===== config.mk =====
export PLATFORM = sky130hd
export DESIGN_NAME = mem_access_seq
export DESIGN_NICKNAME = d
export VERILOG_FILES = /design/src/rtl/mem_access_seq.sv
export SDC_FILE = /design/constraint.sdc
export NUM_CORES = 1
export LEC_CHECK = 0
export CORE_UTILIZATION = 47
export CTS_CLUSTER_DIAMETER = 100
export DETAILED_ROUTE_END_ITERATION = 7
export PLACE_DENSITY_LB_ADDON = 0.25
export SKIP_CTS_REPAIR_TIMING = 1
export SLEW_MARGIN = 15
export SYNTH_ARGS = -nofsm -noshare
export SYNTH_HDL_FRONTEND = slang
export SYNTH_SLANG_ARGS = --single-unit

===== constraint.sdc =====
create_clock -name Clk -period 5.2 [get_ports Clk]
set_clock_uncertainty 0.05 [all_clocks]
set_input_delay 0.78 -clock Clk [delete_from_list [all_inputs] [get_ports Clk]]
set_output_delay 0.78 -clock Clk [all_outputs]
set_load 0.01 [all_outputs]

===== src/rtl/mem_access_seq.sv =====
// mem_access_seq: multicycle sequencer for fetch, load and store accesses.
// It checks alignment, runs the MMU translation handshake, then runs the
// external bus cycle with a timeout.
// Ports:
//   Clk, Reset (async, active-low)
//   Start_I, Fetch_I, Wr_I, Size_I, Addr_Low2_I  access request from controller
//   Abort_I                                      cancel of in-flight access
//   Pr_Req_O, MMU_Ack_I, TLB_Err_I, TLB_Fault_I  MMU translation handshake
//   Bus_Req_O, Bus_Wr_O, Bus_Rdy_I               external bus cycle
//   IR_Load_O, Busy_O, Done_O, Exc_O, ExcCode_O  status back to controller
module mem_access_seq #(
    parameter int TIMEOUT_CYC = 255,
    parameter int CNT_W       = 8
) (
    input  logic       Clk,
    input  logic       Reset,
    input  logic       Start_I,
    input  logic       Fetch_I,
    input  logic       Wr_I,
    input  logic [1:0] Size_I,
    input  logic [1:0] Addr_Low2_I,
    input  logic       Abort_I,
    output logic       Pr_Req_O,
    input  logic       MMU_Ack_I,
    input  logic       TLB_Err_I,
    input  logic [2:0] TLB_Fault_I,
    output logic       Bus_Req_O,
    output logic       Bus_Wr_O,
    input  logic       Bus_Rdy_I,
    output logic       IR_Load_O,
    output logic       Busy_O,
    output logic       Done_O,
    output logic       Exc_O,
    output logic [4:0] ExcCode_O
);

    typedef enum logic [2:0] {
        S_IDLE,
        S_XLATE,
        S_BUS,
        S_DONE,
        S_FAULT
    } state_t;

    localparam logic [CNT_W-1:0] CNT_LAST = CNT_W'(TIMEOUT_CYC - 1);

    state_t           state_q, state_d;
    logic [CNT_W-1:0] cnt_q, cnt_d;
    logic             fetch_q, fetch_d;
    logic             wr_q, wr_d;
    logic [4:0]       code_q, code_d;

    logic wr_eff;
    logic misalign;

    // A fetch is never a store, whatever Wr_I says.
    assign wr_eff = Wr_I & ~Fetch_I;

    // Size 11 behaves like a word; bytes are always aligned.
    assign misalign = (Size_I[1] && (Addr_Low2_I != 2'b00))
                   || ((Size_I == 2'b01) && Addr_Low2_I[0]);

    always_ff @(posedge Clk or negedge Reset) begin
        if (!Reset) begin
            state_q <= S_IDLE;
            cnt_q   <= '0;
            fetch_q <= 1'b0;
            wr_q    <= 1'b0;
            code_q  <= 5'd0;
        end else begin
            state_q <= state_d;
            cnt_q   <= cnt_d;
            fetch_q <= fetch_d;
            wr_q    <= wr_d;
            code_q  <= code_d;
        end
    end

    always_comb begin
        state_d = state_q;
        cnt_d   = cnt_q;
        fetch_d = fetch_q;
        wr_d    = wr_q;
        code_d  = code_q;
        unique case (state_q)
            S_IDLE: begin
                if (Start_I) begin
                    fetch_d = Fetch_I;
                    wr_d    = wr_eff;
                    if (misalign) begin
                        code_d  = wr_eff ? 5'd5 : 5'd4;
                        state_d = S_FAULT;
                    end else begin
                        code_d  = 5'd0;
                        state_d = S_XLATE;
                    end
                end
            end
            S_XLATE: begin
                // Abort beats a translation result; an error beats an ack.
                if (Abort_I) begin
                    state_d = S_IDLE;
                end else if (TLB_Err_I) begin
                    if (wr_q && (TLB_Fault_I == 3'b001)) begin
                        code_d = 5'd1;
                    end else begin
                        code_d = wr_q ? 5'd3 : 5'd2;
                    end
                    state_d = S_FAULT;
                end else if (MMU_Ack_I) begin
                    cnt_d   = '0;
                    state_d = S_BUS;
                end
            end
            S_BUS: begin
                // Ready on the last allowed cycle still completes the access.
                if (Abort_I) begin
                    state_d = S_IDLE;
                end else if (Bus_Rdy_I) begin
                    state_d = S_DONE;
                end else if (cnt_q == CNT_LAST) begin
                    code_d  = fetch_q ? 5'd6 : 5'd7;
                    state_d = S_FAULT;
                end else begin
                    cnt_d = cnt_q + 1'b1;
                end
            end
            S_DONE:  state_d = S_IDLE;
            S_FAULT: state_d = S_IDLE;
            default: state_d = S_IDLE;
        endcase
    end

    // Every output is decoded from registered state only.
    assign Pr_Req_O  = (state_q == S_XLATE);
    assign Bus_Req_O = (state_q == S_BUS);
    assign Bus_Wr_O  = (state_q == S_BUS) && wr_q;
    assign Done_O    = (state_q == S_DONE);
    assign IR_Load_O = (state_q == S_DONE) && fetch_q;
    assign Exc_O     = (state_q == S_FAULT);
    assign ExcCode_O = (state_q == S_FAULT) ? code_q : 5'd0;
    assign Busy_O    = (state_q != S_IDLE);

endmodule


==> qor.csv <==
metric,value,unit
place.detailed.hpwl,1860,um
insertion_delay,0.29,ns
ios,28,
crit_slowest_cell,dfrtp_1,
port_buffers,25,
grt_max_degree,17,
drc,0,
path_clk_slew,0.10,ns
tightest_slew,0.722,ns
cp_slowest_stage_delay,0.55,ns
final_cell_mix,"25 x clkdlybuf4s50_1, 16 x dfrtp_1, 8 x a21oi_1",
grt_pass1_wl,4420,um
vias,951,
final.setup.tns,0,ns
dr.pass1.iters,4,
setup_viol,0,
wire_per_inst,14.8,um
antenna_cells,0,
post-route-period-util,60.3,%
rsz0062_at_grt,no,
initial_utilization,49.7,%
syn_to_final_growth,23.4,%
avgSynthCellArea,9.48,um2
syn_inst,115,
crit_fanout,12,
endpoint_kind,primary output,
arrival,2.31,ns
grt_usage,23.1,%
synth_edf_count,0,
yosysWarningCount,0,
synth_seq_cells,16,
core_area,2190,um2
crit_chain,or3b_1 > inv_1 > and2_1 > clkdlybuf4s50_1,
slew_headroom,51.8,%
hold_viol_final,0,
globalplace.congestion,0.843,
max_freq,319,MHz
outcome,"complete, no violations",
cts_root_buf,clkbuf_4,
drv_slew,0,
path_class,register to primary output,
grt_pass1_vias,980,
numCtsBuffers,3,
clk_path_buf_depth,2,
final_common_cell,clkdlybuf4s50_1,
fin_nets,157,
htreeDepth,1,
regArea,400,um2
postSynth.asyncResetShare,100,%
post-route-util,61.4,%
antenna_found_initial,0,
ir_drop,0.000187,V
n_fill_cell,193,
p_leak,0.601,nW
die_area,2520,um2
finalPower,0.508,mW
synth_area,1090,um2
die_height,50.2,um
yosysUniqueCellTypes,43,
maxCapViolCount,0,
synth-seq-area-share,36.7,%
rows,17,
ant_nets,0,
p_per_area,378,nW/um2
start_kind,register,
multi_input_area,614,um2
chipWidth,50.2,um
cts_tree,yes,
synth_flop_cell,dfrtp_1,
clock_sinks,16,
drive_above_1_share,9.49,%
via_per_inst,5.76,
fin_crit,3.14,ns
drtIter0Drc,18,
routed_wl,2440,um
grt-ovfl-total,0,
required,4.37,ns
min_path_type,register to register,
-- area by class of cell --
cell class	instances	share of cell area, %
multi-input cells	87	45.7
clock buffers	3	1.67
flip-flops and latches	16	29.8
well taps	28	2.60
repair buffers	25	18.6
inverters	6	1.67
-- metal layers --
layer | GRT usage [%] | wire length (um) | vias up
met4 | 12.9 | 44 | 0
li1 | - | - | 471
met3 | 4.24 | 104 | 7
met2 | 34.9 | 1140 | 25
met1 | 31.1 | 1150 | 448
met5 | 0 | 0 | -
-- stage by stage --
stage | cells | setup slack, ns | area (um2) | hold WS [ns]
after global routing | 165 | 1.90 | 1350 | 0.519
after floorplan | 116 | 3.03 | 1090 | 0.422
after global placement | 162 | 2.42 | 1320 | 0.442
after detailed placement | 162 | 2.40 | 1320 | 0.463
after CTS | 165 | 2.07 | 1350 | 0.477
final | 165 | 2.06 | 1350 | 0.476
-- path summary, 6_finish.rpt --
check | startpoint | endpoint | slack [ns] | cells after the start
max | state_q[1] | Bus_Wr_O | 2.06 | 4
min | code_q[1] | code_q[1] | 0.48 | 2
max reg2reg | state_q[1] | cnt_q[4] | 2.93 | 4
min reg2reg | code_q[1] | code_q[1] | 0.48 | 2
max in group asynchronous | Reset | cnt_q[1] | 3.79 | 1
min in group asynchronous | Reset | code_q[1] | 0.86 | 1
-- power by group --
part / total [mW] / switching (mW) / leakage, nW / internal [mW]
Combinational: 0.222 / 0.101 / 0.375 / 0.121
Clock: 0.0677 / 0.0407 / 0.0138 / 0.0270
Sequential: 0.219 / 0.0513 / 0.212 / 0.168
-- sequential cells by signal (all words and copies together) (netlist names) --
name and count:
wr_q 1, cnt_q 8, fetch_q 1, state_q 3, code_q 3
-- kinds of logic (layout without fill, tap and decap cells) --
| group | Yosys count | in the layout | synth area share, % |
|---|---|---|---|
| compound gates | 30 | 30 | 21.0 |
| fa+ha+maj | 2 | 2 | 2.30 |
| buf+inv | 13 | 34 | 7.23 |
| flops | 16 | 16 | 36.7 |
| mux | 7 | 7 | 7.12 |
| other cells | 1 | 2 | 0.344 |
| simple gates | 46 | 46 | 25.3 |
-- synth_stat cells, types with 3 or more instances --
cell type	count	share of area [%]
dfrtp_1	16	37
a21oi_1	8	3.7
nor2_1	7	2.4
and3_1	6	3.4
inv_1	6	2.1
mux2_2	6	6.2
and2_1	5	2.9
nand3_1	4	1.8
buf_6	3	3.1
nand2_1	3	1.0
nor2b_1	3	1.7
nor3_1	3	1.4
o22ai_1	3	1.7
-- worst max-delay path: cells and delay by family (launching register included) --
family | cells | cell delay [ns]
buffers and inverters | 2 | 0.77
flip-flops | 1 | 0.55
AND/OR/NAND/NOR | 2 | 0.70
No activity file was read; power rests on OpenSTA's default activity.
